===== config.mk =====
export PLATFORM = sky130hd
export DESIGN_NAME = seg_rtc_clock
export DESIGN_NICKNAME = d
export VERILOG_FILES = /design/src/rtl/seg_rtc_clock_pkg.sv /design/src/rtl/seg_rtc_clock_seg7_decode.sv /design/src/rtl/seg_rtc_clock.sv
export SDC_FILE = /design/constraint.sdc
export NUM_CORES = 1
export LEC_CHECK = 0
export ABC_AREA = 1
export CAP_MARGIN = 20
export CORE_ASPECT_RATIO = 0.5
export CORE_UTILIZATION = 55
export CTS_CLUSTER_SIZE = 25
export DETAILED_ROUTE_END_ITERATION = 16
export PLACE_DENSITY = 0.79
export SYNTH_ARGS = -nofsm -noshare
export SYNTH_HDL_FRONTEND = slang
export SYNTH_SLANG_ARGS = --single-unit

===== constraint.sdc =====
create_clock -name clk -period 3.85 [get_ports clk]
set_clock_uncertainty 0.1 [all_clocks]
set_input_delay 0.5775 -clock clk [delete_from_list [all_inputs] [get_ports clk]]
set_output_delay 0.5775 -clock clk [all_outputs]
set_load 0.005 [all_outputs]

===== src/rtl/seg_rtc_clock_pkg.sv =====
// seg_rtc_clock_pkg: shared segment patterns, mode encodings and BCD helper
package seg_rtc_clock_pkg;
  typedef enum logic [1:0] {
    MODE_RUN   = 2'b00,
    MODE_SET_H = 2'b01,
    MODE_SET_M = 2'b10,
    MODE_SET_S = 2'b11
  } mode_e;
  localparam logic [7:0] SEG_BLANK = 8'h00;
  localparam logic [7:0] SEG_DASH = 8'h02;
  localparam logic [3:0] CODE_DASH = 4'hA;
  localparam logic [9:0][7:0] SEG_DIGIT = {
    8'hF6, 8'hFE, 8'hE0, 8'hBE, 8'hB6, 8'h66, 8'hF2, 8'hDA, 8'h60, 8'hFC
  };
  function automatic logic [7:0] bcd_inc(input logic [7:0] v, input logic [7:0] top);
    return (v == top) ? 8'h00 : (v[3:0] == 4'd9) ? {v[7:4] + 4'd1, 4'd0} : v + 8'd1;
  endfunction
endpackage


===== src/rtl/seg_rtc_clock_seg7_decode.sv =====
// seg7_decode: BCD digit (or dash code) to {a..g,dp} segments with blanking
module seg7_decode
  import seg_rtc_clock_pkg::*;
(
  input  logic [3:0] code,
  input  logic       blank,
  output logic [7:0] seg
);
  always_comb
    seg = blank ? SEG_BLANK :
          (code == CODE_DASH) ? SEG_DASH :
          (code <= 4'd9) ? SEG_DIGIT[code] : SEG_BLANK;
endmodule


===== src/rtl/seg_rtc_clock.sv =====
// seg_rtc_clock: BCD HH:MM:SS clock with setting, 12/24h display, blink, chime and 7-seg scan
module seg_rtc_clock
  import seg_rtc_clock_pkg::*;
#(
  parameter int CLK_HZ  = 100_000_000,
  parameter int TICK_HZ = 1,
  parameter int SCAN_HZ = 1000
) (
  input  logic       clk,
  input  logic       rst,
  input  logic [1:0] set_mode,
  input  logic       btn_inc,
  input  logic       mode_12h,
  output logic [7:0] seg_data1,
  output logic [7:0] seg_data2,
  output logic [7:0] seg_which,
  output logic       chime
);
  localparam int PRE = CLK_HZ / TICK_HZ;
  localparam int DWELL = CLK_HZ / (4 * SCAN_HZ);
  localparam int BLINK = CLK_HZ / 4;
  localparam int PW = (PRE > 1) ? $clog2(PRE) : 1;
  localparam int DW = (DWELL > 1) ? $clog2(DWELL) : 1;
  localparam int BW = (BLINK > 1) ? $clog2(BLINK) : 1;
  mode_e mode;
  logic [PW-1:0] pre_cnt;
  logic [DW-1:0] scan_cnt;
  logic [BW-1:0] blink_cnt;
  logic [1:0] idx;
  logic phase, tick;
  logic [7:0] hh, mm, ss;
  logic [4:0] hb, h12;
  logic [3:0] ht, ho, code1, code2;
  logic pm, bh, bm, bs, blank1, blank2;
  logic [7:0] seg1, seg2;
  assign mode = mode_e'(set_mode);
  assign tick = pre_cnt == PW'(PRE - 1);
  // Prescaler only runs in run mode, so each return to run starts a full tick period
  always_ff @(posedge clk or negedge rst)
    if (!rst) pre_cnt <= '0;
    else pre_cnt <= (mode != MODE_RUN || tick) ? '0 : pre_cnt + 1'b1;
  always_ff @(posedge clk or negedge rst)
    if (!rst) begin
      scan_cnt <= '0;
      idx <= '0;
      blink_cnt <= '0;
      phase <= 1'b0;
    end else begin
      scan_cnt <= (scan_cnt == DW'(DWELL - 1)) ? '0 : scan_cnt + 1'b1;
      idx <= (scan_cnt == DW'(DWELL - 1)) ? idx + 2'd1 : idx;
      blink_cnt <= (blink_cnt == BW'(BLINK - 1)) ? '0 : blink_cnt + 1'b1;
      phase <= (blink_cnt == BW'(BLINK - 1)) ? ~phase : phase;
    end
  // A tick already in flight wins over a same-cycle edit
  always_ff @(posedge clk or negedge rst)
    if (!rst) begin
      hh <= '0;
      mm <= '0;
      ss <= '0;
      chime <= 1'b0;
    end else begin
      chime <= tick && ss == 8'h59 && mm == 8'h59;
      if (tick) begin
        ss <= bcd_inc(ss, 8'h59);
        if (ss == 8'h59) mm <= bcd_inc(mm, 8'h59);
        if (ss == 8'h59 && mm == 8'h59) hh <= bcd_inc(hh, 8'h23);
      end else if (btn_inc) begin
        if (mode == MODE_SET_H) hh <= bcd_inc(hh, 8'h23);
        if (mode == MODE_SET_M) mm <= bcd_inc(mm, 8'h59);
        if (mode == MODE_SET_S) ss <= '0;
      end
    end
  always_comb begin
    hb = {1'b0, hh[7:4]} * 5'd10 + {1'b0, hh[3:0]};
    h12 = (hb == 5'd0) ? 5'd12 : (hb > 5'd12) ? hb - 5'd12 : hb;
    ht = mode_12h ? ((h12 >= 5'd10) ? 4'd1 : 4'd0) : hh[7:4];
    ho = mode_12h ? ((h12 >= 5'd10) ? 4'(h12 - 5'd10) : h12[3:0]) : hh[3:0];
    pm = mode_12h && hb >= 5'd12;
    bh = phase && mode == MODE_SET_H;
    bm = phase && mode == MODE_SET_M;
    bs = phase && mode == MODE_SET_S;
  end
  // Left group shows digit idx+4, right group digit idx
  always_comb begin
    code1 = CODE_DASH;
    blank1 = 1'b0;
    code2 = CODE_DASH;
    blank2 = 1'b0;
    case (idx)
      2'd0: begin
        code1 = mm[7:4];
        blank1 = bm;
        code2 = ss[3:0];
        blank2 = bs;
      end
      2'd1: begin
        code2 = ss[7:4];
        blank2 = bs;
      end
      2'd2: begin
        code1 = ho;
        blank1 = bh;
      end
      default: begin
        code1 = ht;
        blank1 = bh || (mode_12h && ht == 4'd0);
        code2 = mm[3:0];
        blank2 = bm;
      end
    endcase
  end
  seg7_decode u_dec1 (.code(code1), .blank(blank1), .seg(seg1));
  seg7_decode u_dec2 (.code(code2), .blank(blank2), .seg(seg2));
  always_ff @(posedge clk or negedge rst)
    if (!rst) begin
      seg_which <= '0;
      seg_data1 <= '0;
      seg_data2 <= '0;
    end else begin
      seg_which <= 8'h11 << idx;
      seg_data1 <= seg1;
      seg_data2 <= seg2 | {7'd0, idx == 2'd0 && pm};
    end
endmodule


==> results.txt <==
* Overall die area: 12600 um^2
- The count of pins over their slew limit came to 0.
- Worst reg2reg path depth: 25
* Overflow left after global routing: 0
* Endpoint of the lowest-slack register-to-register path: seg_data1[4]
- Number of hold-slack violations in the final timing report: 0
* Arrival time of data at the critical path endpoint: 4.01 ns
- Transition time at the pin with the least slew margin: 0.827 ns
- Chip height: 80.0 um
- At the placement stage, the worst setup path has a slack of -0.121 ns.
- Fraction of layout instances using a drive strength above 1: 13.9%
- Final Critical Period: 3.81 ns
* Hold bufs inserted after CTS: 0
- STA classifies the critical path startpoint as a flop.
* Largest cells by area after synthesis: dfrtp_1, inv_1, nand2_1, ha_1, nor2_1
- The Yosys step of the flow raised 0 warnings.
- Entering global routing, the biggest net connects 115 pins.
* Average detailed-routed wire length per instance: 13.8 um
* Wire length on met1: 6480 um
- Antenna fix cells: 0
* Run status: complete, no violations
- Area growth, synth to finish: 21.7%
* Min-delay worst type: in2async
- Worst setup path class: reg2reg
* H-tree levels: 4
- After synthesis, the netlist uses 49 different library cells.
* First drt pass iteration count: 7
- Clock-pin slew reported for the worst setup and hold paths after clock tree synthesis: 0.05 ns
- The clock passes through at most 2 buffers.
- Via density: 5.40
- Of all flip-flops after synthesis, the portion carrying an async set or reset was 100%.
* Power density relative to cell area: 655 nW/um^2
- Overall track demand over capacity in global routing: 24.5%
* Crit path max fanout: 5
* Achievable clock frequency: 262 MHz
* GP Congestion: 0.877
* Cell accounting for the most synthesized area: dfrtp_1
* Capture point of the worst path: seg_data1[4]
- Tracing the worst setup path back leads to its startpoint at hh[4].
* # port buffers: 29
- Accumulated negative setup slack: 0 ns
- Number of top-level pins: 31
- Wire length of the first global-routing pass: 24300 um
* Vias in the first global route: 5533
- Highest routed metal layer: met4
- Antenna Violating Nets Remaining: 0
* Static leakage: 3.75 nW
- Detailed routing placed a total of 736 um of wire on met3.
* Mean Syn Cell Area: 7.93 um^2
* Number of antenna violations at the first check in global routing: 0
- Max-cap violations in this run came to 0.
- Setup violations remaining at the end of the flow were counted as 0.
* Synth top area share: 42.6%
- In this run the clock root is driven by a clkbuf_16.
* Top_reg_cell synth: dfrtp_1
- The worst register-to-register path begins at hh[4].
- The worst setup path is captured at a flop.
- Counting every instance in the synthesized netlist gives 844.
- After synthesis the netlist holds a flip-flop and latch count of 114.
- Core Area: 11800 um^2
- Clock tree synthesis found a total of 114 sinks.
* Final layout net count: 937
- Summing every instance area after synthesis gives 6690 um^2.
* Skew-Pair Late Insertion Delay: 0.41 ns
- Sequential area share after synthesis: 42.6%
- Wirelength, routed: 14800 um
- Sum of net half-perimeters after detailed placement: 9730 um
- The worst pin sits at a relative slew slack of 44.4%.
- When the netlist entered floorplanning its net count stood at 887.
- Crit path required time: 4.05 ns
- The final route contains 5790 vias.
* Peak VDD IR: 0.000830 V
- Number of enable-type register cells in the synthesized netlist: 0
* TritonCTS clock tree: yes
- Part of the cycle the worst path needs: 99.0%
* Number of cell rows: 28
* Count of routing violations after the opening detailed-route iteration: 409
- Final setup slack of the worst path: 0.0375 ns
* Number of clock buffers inserted by TritonCTS: 17
* Starting Density: 56.5%
* DRC Markers: 0
- After detailed routing, the met2 layer carries 7350 um of wire.
- The floorplan step set the die width to 158 um.
* Register-to-register setup slack: 0.04 ns
power by group:
part           internal [W]  switching (W)  leakage [nW]
sequential          0.00129      0.0000981          1.48
combinational      0.000876        0.00123          1.93
clock               0.00130       0.000548         0.339
total               0.00346        0.00187          3.75
what timing repair did:
item,4_1_cts,5_1_grt
gates resized for setup,6,47
endpoints found under the hold margin,0,0
buffers inserted,0,6
endpoints found under the setup margin,7,7
pin swaps,2,17
registers in the layout, indices dropped and copies added, names as in the netlist:
name and cells:
pre_cnt 27, blink_cnt 25, seg_which 4, mm 8, phase 1, seg_data1 7
scan_cnt 15, ss 8, hh 8, seg_data2 8, chime 1, idx 2
layout by cell type, fill, tap and decap left out, types with 8 or more instances in the layout:
master           count
inv_1              149
nand2_1            128
dfrtp_1            113
nor2_1              88
a21oi_1             44
o21ai_0             35
nand3_1             33
nor3_1              33
clkdlybuf4s50_1     28
ha_1                27
nand4_1             17
clkbuf_16           17
xor2_1              15
nor2_2              13
nor4_1              13
buf_4               11
nand2_2             10
inv_2                9
nand3_2              9
o22ai_1              9
o21ai_1              8
nor2_4               8
ha_4                 8
cell families after synthesis:
kind of cell / share of synthesized area (%)
AND/OR/NAND/NOR: 26.9
buffers and inverters: 10.0
AO/OA/AOI/OAI: 10.9
flip-flops: 42.6
adder cells (fa/ha/maj): 7.03
XOR/XNOR: 2.49
other: 0.0561
routing by layer:
metal / vias up / GRT usage [%]
met5: - / 0
met4: 0 / 8.08
met3: 31 / 5.43
met2: 158 / 43.8
met1: 2752 / 29.3
li1: 2849 / -
cells in the mapped netlist (7+ instances only):
master	number
nand3_2	7
nor4_1	13
ha_1	36
nor3_1	33
nand4_1	17
nand3_1	37
nand2_1	131
dfrtp_1	114
nor2_1	97
o21ai_0	37
o22ai_1	9
xor2_1	15
inv_1	155
a21oi_1	45
nand2_2	8
layout make-up:
cell class | count | area, um^2
multi-input combinational | 557 | 3380
clock buffer | 23 | 498
timing repair buffer | 40 | 383
clock inverter | 9 | 198
sequential | 114 | 2850
tap | 165 | 206
fill | 872 | 3700
inverter | 164 | 624
per-stage QoR:
stage	std cells	utilization (%)	power [W]	cell area [um^2]	hold slack (ns)
global placement	1034	60.6	0.00269	7180	0.344
CTS	1066	66.8	0.00474	7910	0.179
finish	1072	68.7	0.00533	8140	0.118
global route	1072	68.7	0.00562	8140	0.186
floorplan	844	-	0.00243	6690	0.182
detailed placement	1034	60.6	0.00277	7180	0.351
how the worst min path moves through the flow:
stage | from | slack [ns] | endpoint
3_3_place_gp | pre_cnt[0] | 0.34 | pre_cnt[0]
6_report | rst | 0.12 | seg_data2[4]
5_1_grt | rst | 0.19 | seg_data2[6]
3_5_place_dp | blink_cnt[0] | 0.35 | blink_cnt[0]
2_1_floorplan | rst | 0.18 | blink_cnt[0]
4_1_cts | rst | 0.18 | seg_data2[4]
worst max-delay path, cell delays in order, from the launching register on:
cell and delay (ns):
dfrtp_2 0.46, ha_4 0.19, fa_2 0.38, xnor2_4 0.23, inv_2 0.08, ha_4 0.17, inv_4 0.06, nor2_4 0.04
o211ai_1 0.19, nand2_1 0.12, inv_2 0.09, ha_4 0.14, inv_4 0.04, a21boi_2 0.15, nand4_1 0.14, nand3_2 0.11
nand2_1 0.06, nand2_1 0.06, nand2_1 0.07, nand2_2 0.16, inv_4 0.07, ha_4 0.16, nor2_2 0.13, o21ai_2 0.10
nand3_4 0.14, nor2_2 0.05
(Power assumes the default switching activity.)
